$ cat src/rtl/alu_pkg.sv
// rtl/alu_pkg.sv - shared alucontrol encoding and execution FSM states
package alu_pkg;

    localparam logic [3:0] ALU_AND = 4'b0000;
    localparam logic [3:0] ALU_OR  = 4'b0001;
    localparam logic [3:0] ALU_ADD = 4'b0010;
    localparam logic [3:0] ALU_BLT = 4'b0101;
    localparam logic [3:0] ALU_SUB = 4'b0110;
    localparam logic [3:0] ALU_SLT = 4'b0111;
    localparam logic [3:0] ALU_SLL = 4'b1000;
    localparam logic [3:0] ALU_LI  = 4'b1001;
    localparam logic [3:0] ALU_LUI = 4'b1011;
    localparam logic [3:0] ALU_NOR = 4'b1100;
    localparam logic [3:0] ALU_MIX = 4'b1110;

    typedef enum logic [1:0] {
        IDLE  = 2'd0,
        SHIFT = 2'd1,
        DONE  = 2'd2
    } alu_state_t;

endpackage

$ cat src/rtl/alu_comb_core.sv
// rtl/alu_comb_core.sv - single-cycle ALU operations and illegal-code detection
module alu_comb_core
    import alu_pkg::*;
#(
    parameter int WIDTH = 32
) (
    input  logic [3:0]       alucontrol,
    input  logic [WIDTH-1:0] srca,
    input  logic [WIDTH-1:0] srcb,
    output logic [WIDTH-1:0] result,
    output logic             illegal
);

    localparam int HALF = WIDTH / 2;

    logic lt;
    assign lt = $signed(srca) < $signed(srcb);

    always_comb begin
        result  = '0;
        illegal = 1'b0;
        case (alucontrol)
            ALU_ADD: result = srca + srcb;
            ALU_SUB: result = srca - srcb;
            ALU_AND: result = srca & srcb;
            ALU_OR:  result = srca | srcb;
            ALU_NOR: result = ~(srca | srcb);
            ALU_SLT: result = {{(WIDTH-1){1'b0}}, lt};
            ALU_BLT: result = {{(WIDTH-1){1'b0}}, lt};
            ALU_LUI: result = {srcb[HALF-1:0], {HALF{1'b0}}};
            ALU_LI:  result = srcb;
            ALU_MIX: result = {srca[WIDTH-1:HALF], srcb[HALF-1:0]};
            // sll with a zero shift amount completes here unshifted
            ALU_SLL: result = srcb;
            default: illegal = 1'b1;
        endcase
    end

endmodule

$ cat src/rtl/alu_seq_exec.sv
// rtl/alu_seq_exec.sv - handshaked ALU executor with iterative one-bit-per-cycle sll
module alu_seq_exec
    import alu_pkg::*;
#(
    parameter int WIDTH = 32,
    parameter int SHW   = $clog2(WIDTH)
) (
    input  logic             clk,
    input  logic             reset,
    input  logic             in_valid,
    output logic             in_ready,
    input  logic [3:0]       alucontrol,
    input  logic [WIDTH-1:0] srca,
    input  logic [WIDTH-1:0] srcb,
    input  logic [SHW-1:0]   shamt,
    output logic             out_valid,
    input  logic             out_ready,
    output logic [WIDTH-1:0] result,
    output logic             zero,
    output logic             illegal,
    output logic             busy
);

    alu_state_t       state;
    logic [WIDTH-1:0] shreg;
    logic [SHW-1:0]   count;
    logic [WIDTH-1:0] core_result;
    logic             core_illegal;
    logic [WIDTH-1:0] shreg_next;

    alu_comb_core #(.WIDTH(WIDTH)) u_core (
        .alucontrol (alucontrol),
        .srca       (srca),
        .srcb       (srcb),
        .result     (core_result),
        .illegal    (core_illegal)
    );

    assign shreg_next = {shreg[WIDTH-2:0], 1'b0};

    assign in_ready  = (state == IDLE);
    assign out_valid = (state == DONE);
    assign busy      = (state != IDLE);

    always_ff @(posedge clk or posedge reset) begin
        if (reset) begin
            state   <= IDLE;
            result  <= '0;
            zero    <= 1'b0;
            illegal <= 1'b0;
            shreg   <= '0;
            count   <= '0;
        end else begin
            case (state)
                IDLE: begin
                    if (in_valid) begin
                        if (alucontrol == ALU_SLL && shamt != '0) begin
                            shreg <= srcb;
                            count <= shamt;
                            state <= SHIFT;
                        end else begin
                            result  <= core_result;
                            zero    <= (core_result == '0);
                            illegal <= core_illegal;
                            state   <= DONE;
                        end
                    end
                end
                SHIFT: begin
                    shreg <= shreg_next;
                    count <= count - SHW'(1);
                    // last shift: publish the shifted value on the same edge
                    if (count == SHW'(1)) begin
                        result  <= shreg_next;
                        zero    <= (shreg_next == '0);
                        illegal <= 1'b0;
                        state   <= DONE;
                    end
                end
                DONE: begin
                    if (out_ready) begin
                        state <= IDLE;
                    end
                end
                default: state <= IDLE;
            endcase
        end
    end

endmodule

$ cat config.mk
export PLATFORM = sky130hd
export DESIGN_NAME = alu_seq_exec
export DESIGN_NICKNAME = d
export VERILOG_FILES = /design/src/rtl/alu_pkg.sv /design/src/rtl/alu_comb_core.sv /design/src/rtl/alu_seq_exec.sv
export SDC_FILE = /design/constraint.sdc
export NUM_CORES = 1
export LEC_CHECK = 0
export BUFFER_PORTS_ARGS = -buffer_cell sky130_fd_sc_hd__clkbuf_2
export CELL_PAD_IN_SITES_DETAIL_PLACEMENT = 1
export CELL_PAD_IN_SITES_GLOBAL_PLACEMENT = 1
export CORE_MARGIN = 5
export CORE_UTILIZATION = 38
export DETAILED_ROUTE_END_ITERATION = 8
export PLACE_DENSITY_LB_ADDON = 0.12
export SLEW_MARGIN = 5
export SYNTH_ARGS = -nofsm -noshare
export SYNTH_HDL_FRONTEND = slang
export SYNTH_SLANG_ARGS = --single-unit
$ cat constraint.sdc
create_clock -name clk -period 3.8 [get_ports clk]
set_input_delay 0.19 -clock clk [delete_from_list [all_inputs] [get_ports clk]]
set_output_delay 0.19 -clock clk [all_outputs]
set_load 0.03 [all_outputs]
==> results_dict.tcl <==
set metrics [dict create \
    status "complete, no violations" \
    gr-total-overflow 0 \
    die_h_um 166 \
    hold_viol_final 0 \
    routed.top_layer "met5" \
    worst_ir_drop_vdd_mv 0.390 \
    max_cap_viol_count 0 \
    dp_cells 1787 \
    synth_warnings 0 \
    p_leak_nw 5.31 \
    fin_crit_ns 3.57 \
    synth_top_cells_by_area "dfrtp_1 (19%), ha_1 (13%), a21oi_1 (6.6%)" \
    layout.nets 1652 \
    drc_errors 0 \
    slew_headroom_pct 37.7 \
    grt_setup_unrepaired "no" \
    wirelength_um 44100 \
    cts-resized-gates 0 \
    crit_fanout 9 \
    hpwl_um 36000 \
    path_delay_family "compound AO/OA/AOI/OAI gates" \
    wl_met3_um 3610 \
    path_clk_slew_ns 0.06 \
    startpoint_type "input pin" \
    worst_slew_pin_slew_ns 0.935 \
    ios 114 \
    drt_iter0_drc 1049 \
    grt_pass1_vias 11200 \
    regToRegSetupSlack_ns 0.53 \
    clock_sinks 72 \
    grt_use_total_pct 30.6 \
    m1WireLength_um 19700 \
    slowest_delay_ns 0.41 \
    cts_buffers 9 \
    clockRootBuffer "clkbuf_16" \
    critPathSlowestCell "ha_1" \
    htree_num_levels 3 \
    hold_buffers 0 \
    start_util_pct 38.5 \
    cp.arrival_ns 3.81 \
    ys_ff_latch 72 \
    place_congestion 0.983 \
    synth_cell_type_count 89 \
    yosysSeqAreaShare_pct 19.4 \
    postRouteAntennaNets 0 \
    max_freq_mhz 280 \
    grt_max_degree 47 \
    io_buffers 113 \
    netlist_area_um2 9300 \
    grt_first_pass_wirelength_um 67300 \
    endpoint_kind "register" \
    area_growth_pct 20.9 \
    min_path_type "input pin to async pin" \
    synth_nets 1477 \
    wl_met2_um 19600 \
    clkLatencyLatePin_ns 0.33 \
    vias 11200 \
    finalMaxSlewViolations 0 \
    utilization_pct 46.5 \
    setup_viol_count_final 0 \
    dieArea_um2 27700 \
    layout-drive-gt1-share_pct 20.9 \
    timing.final.crit_share_pct 93.8 \
    path_buf_inv 4 \
    synth_ff_type "dfrtp_1" \
    core_um2 24200 \
    viasPerCell 6.20 \
    clockBufferDepth 2 \
    routedWlPerCell_um 24.5 \
    synth_cells 1299 \
    cts_tree "built" \
    crit_chain "clkbuf_2 -> inv_1 -> ha_1 -> a21o_1 -> a31oi_1 -> a211oi_1 -> buf_4 -> o21ai_0 -> nand2_1 -> xnor2_1 -> o21ai_0 -> nor4_1 -> buf_4 -> nand4b_1 -> nor4_2 -> nand4_1 -> o31ai_2" \
    syn_area_per_cell_um2 7.16 \
    antenna_found_initial 1 \
    synth_top_cell_by_area "dfrtp_1" \
    async_flop_share_pct 100 \
    pwr_density_cell_nw_per_um2 350 \
    die_w_um 166 \
    fin_cells 1801 \
    p_total_mw 3.94 \
    n_antenna_cell 0 \
    worstSetupPathType "input pin to register" \
    synth_top_area_share_pct 19.4 \
    fin_skew_ns 0.00652 \
    synth_edf_count 0 \
    crit_required_ns 4.04 \
    post-cts-setup-buffers 0 \
    row_count 57 \
    drt_first_pass_iters 6 \
]
[worst paths after layout]
kind | cells past startpoint | start | end
max | 17 | srcb[4] | zero
min reg2reg | 2 | result[15] | result[15]
min in group clk | 2 | out_ready | state[1]
max in group asynchronous | 3 | reset | shreg[3]
max reg2reg | 13 | count[0] | zero
min | 2 | reset | result[25]
[cells by family (layout without fill, tap and decap cells)]
kind of cell / Yosys count / in the layout / synth area share (%)
simple gates: 446 / 446 / 22.3
mux: 9 / 9 / 1.08
fa+ha+maj: 101 / 101 / 13.8
flops: 72 / 72 / 19.4
xor+xnor: 9 / 9 / 0.848
compound gates: 480 / 480 / 35.1
buf+inv: 182 / 360 / 7.49
[cells in the mapped netlist, types with 10 or more instances]
| master | count |
|---|---|
| a22oi_1 | 41 |
| a221o_1 | 10 |
| o31ai_1 | 17 |
| a21oi_1 | 122 |
| inv_1 | 94 |
| o22ai_1 | 13 |
| a211oi_1 | 14 |
| a221oi_1 | 14 |
| o211ai_1 | 11 |
| a21o_1 | 21 |
| ha_1 | 99 |
| o21ai_0 | 76 |
| nor3_1 | 30 |
| and2_1 | 13 |
| clkbuf_1 | 71 |
| dfrtp_1 | 72 |
| nand2_1 | 154 |
| nor4_1 | 19 |
| nor2_1 | 126 |
| a31oi_1 | 37 |
| nand4_1 | 13 |
| nand3_1 | 32 |
| o221ai_1 | 13 |
[flip-flops by register name (all words and copies together) (netlist names)]
name     flops
zero         1
state        2
shreg       31
result      32
count        5
illegal      1
[area by class of cell]
cell class | count | area (µm²)
fill | 3115 | 12900
multi-input combinational | 1045 | 6830
sequential | 72 | 1800
clock inverter | 1 | 5.00
tap | 324 | 405
inverter | 102 | 383
clock buffer | 13 | 250
timing repair buffer | 244 | 1570
[power breakdown]
part           internal [mW]  switching [mW]
clock network          0.452           0.303
logic                  0.702            1.25
registers               1.02           0.205
total                   2.18            1.76
[layout by cell type, fill, tap and decap left out, types with 14 or more instances in the layout]
| cell | n |
|---|---|
| nand2_1 | 154 |
| buf_4 | 129 |
| nor2_1 | 124 |
| a21oi_1 | 122 |
| clkbuf_2 | 113 |
| ha_1 | 99 |
| inv_1 | 93 |
| o21ai_0 | 76 |
| dfrtp_1 | 72 |
| a22oi_1 | 41 |
| a31oi_1 | 37 |
| nand3_1 | 32 |
| nor3_1 | 29 |
| a21o_1 | 21 |
| o31ai_1 | 17 |
| nor4_1 | 17 |
| a211oi_1 | 14 |
| a221oi_1 | 14 |
[stage by stage]
stage	setup TNS [ns]	cell area (µm²)	hold WS, ns	setup WS (ns)
5_1_grt	0	11200	0.0825	0.0153
3_3_place_gp	-0.0217	11000	0.395	-0.0217
3_5_place_dp	-0.0554	11000	0.405	-0.0554
4_1_cts	0	11200	0.0736	0.247
6_report	0	11200	0.0416	0.234
2_1_floorplan	0	9300	0.298	0.440
[routing by layer]
layer  vias up  GRT usage (%)
met5         -              0
met4         2           8.61
met3        73           4.86
met2       506           48.6
met1      5491           43.2
li1       5101              -
(Power assumes the default switching activity.)
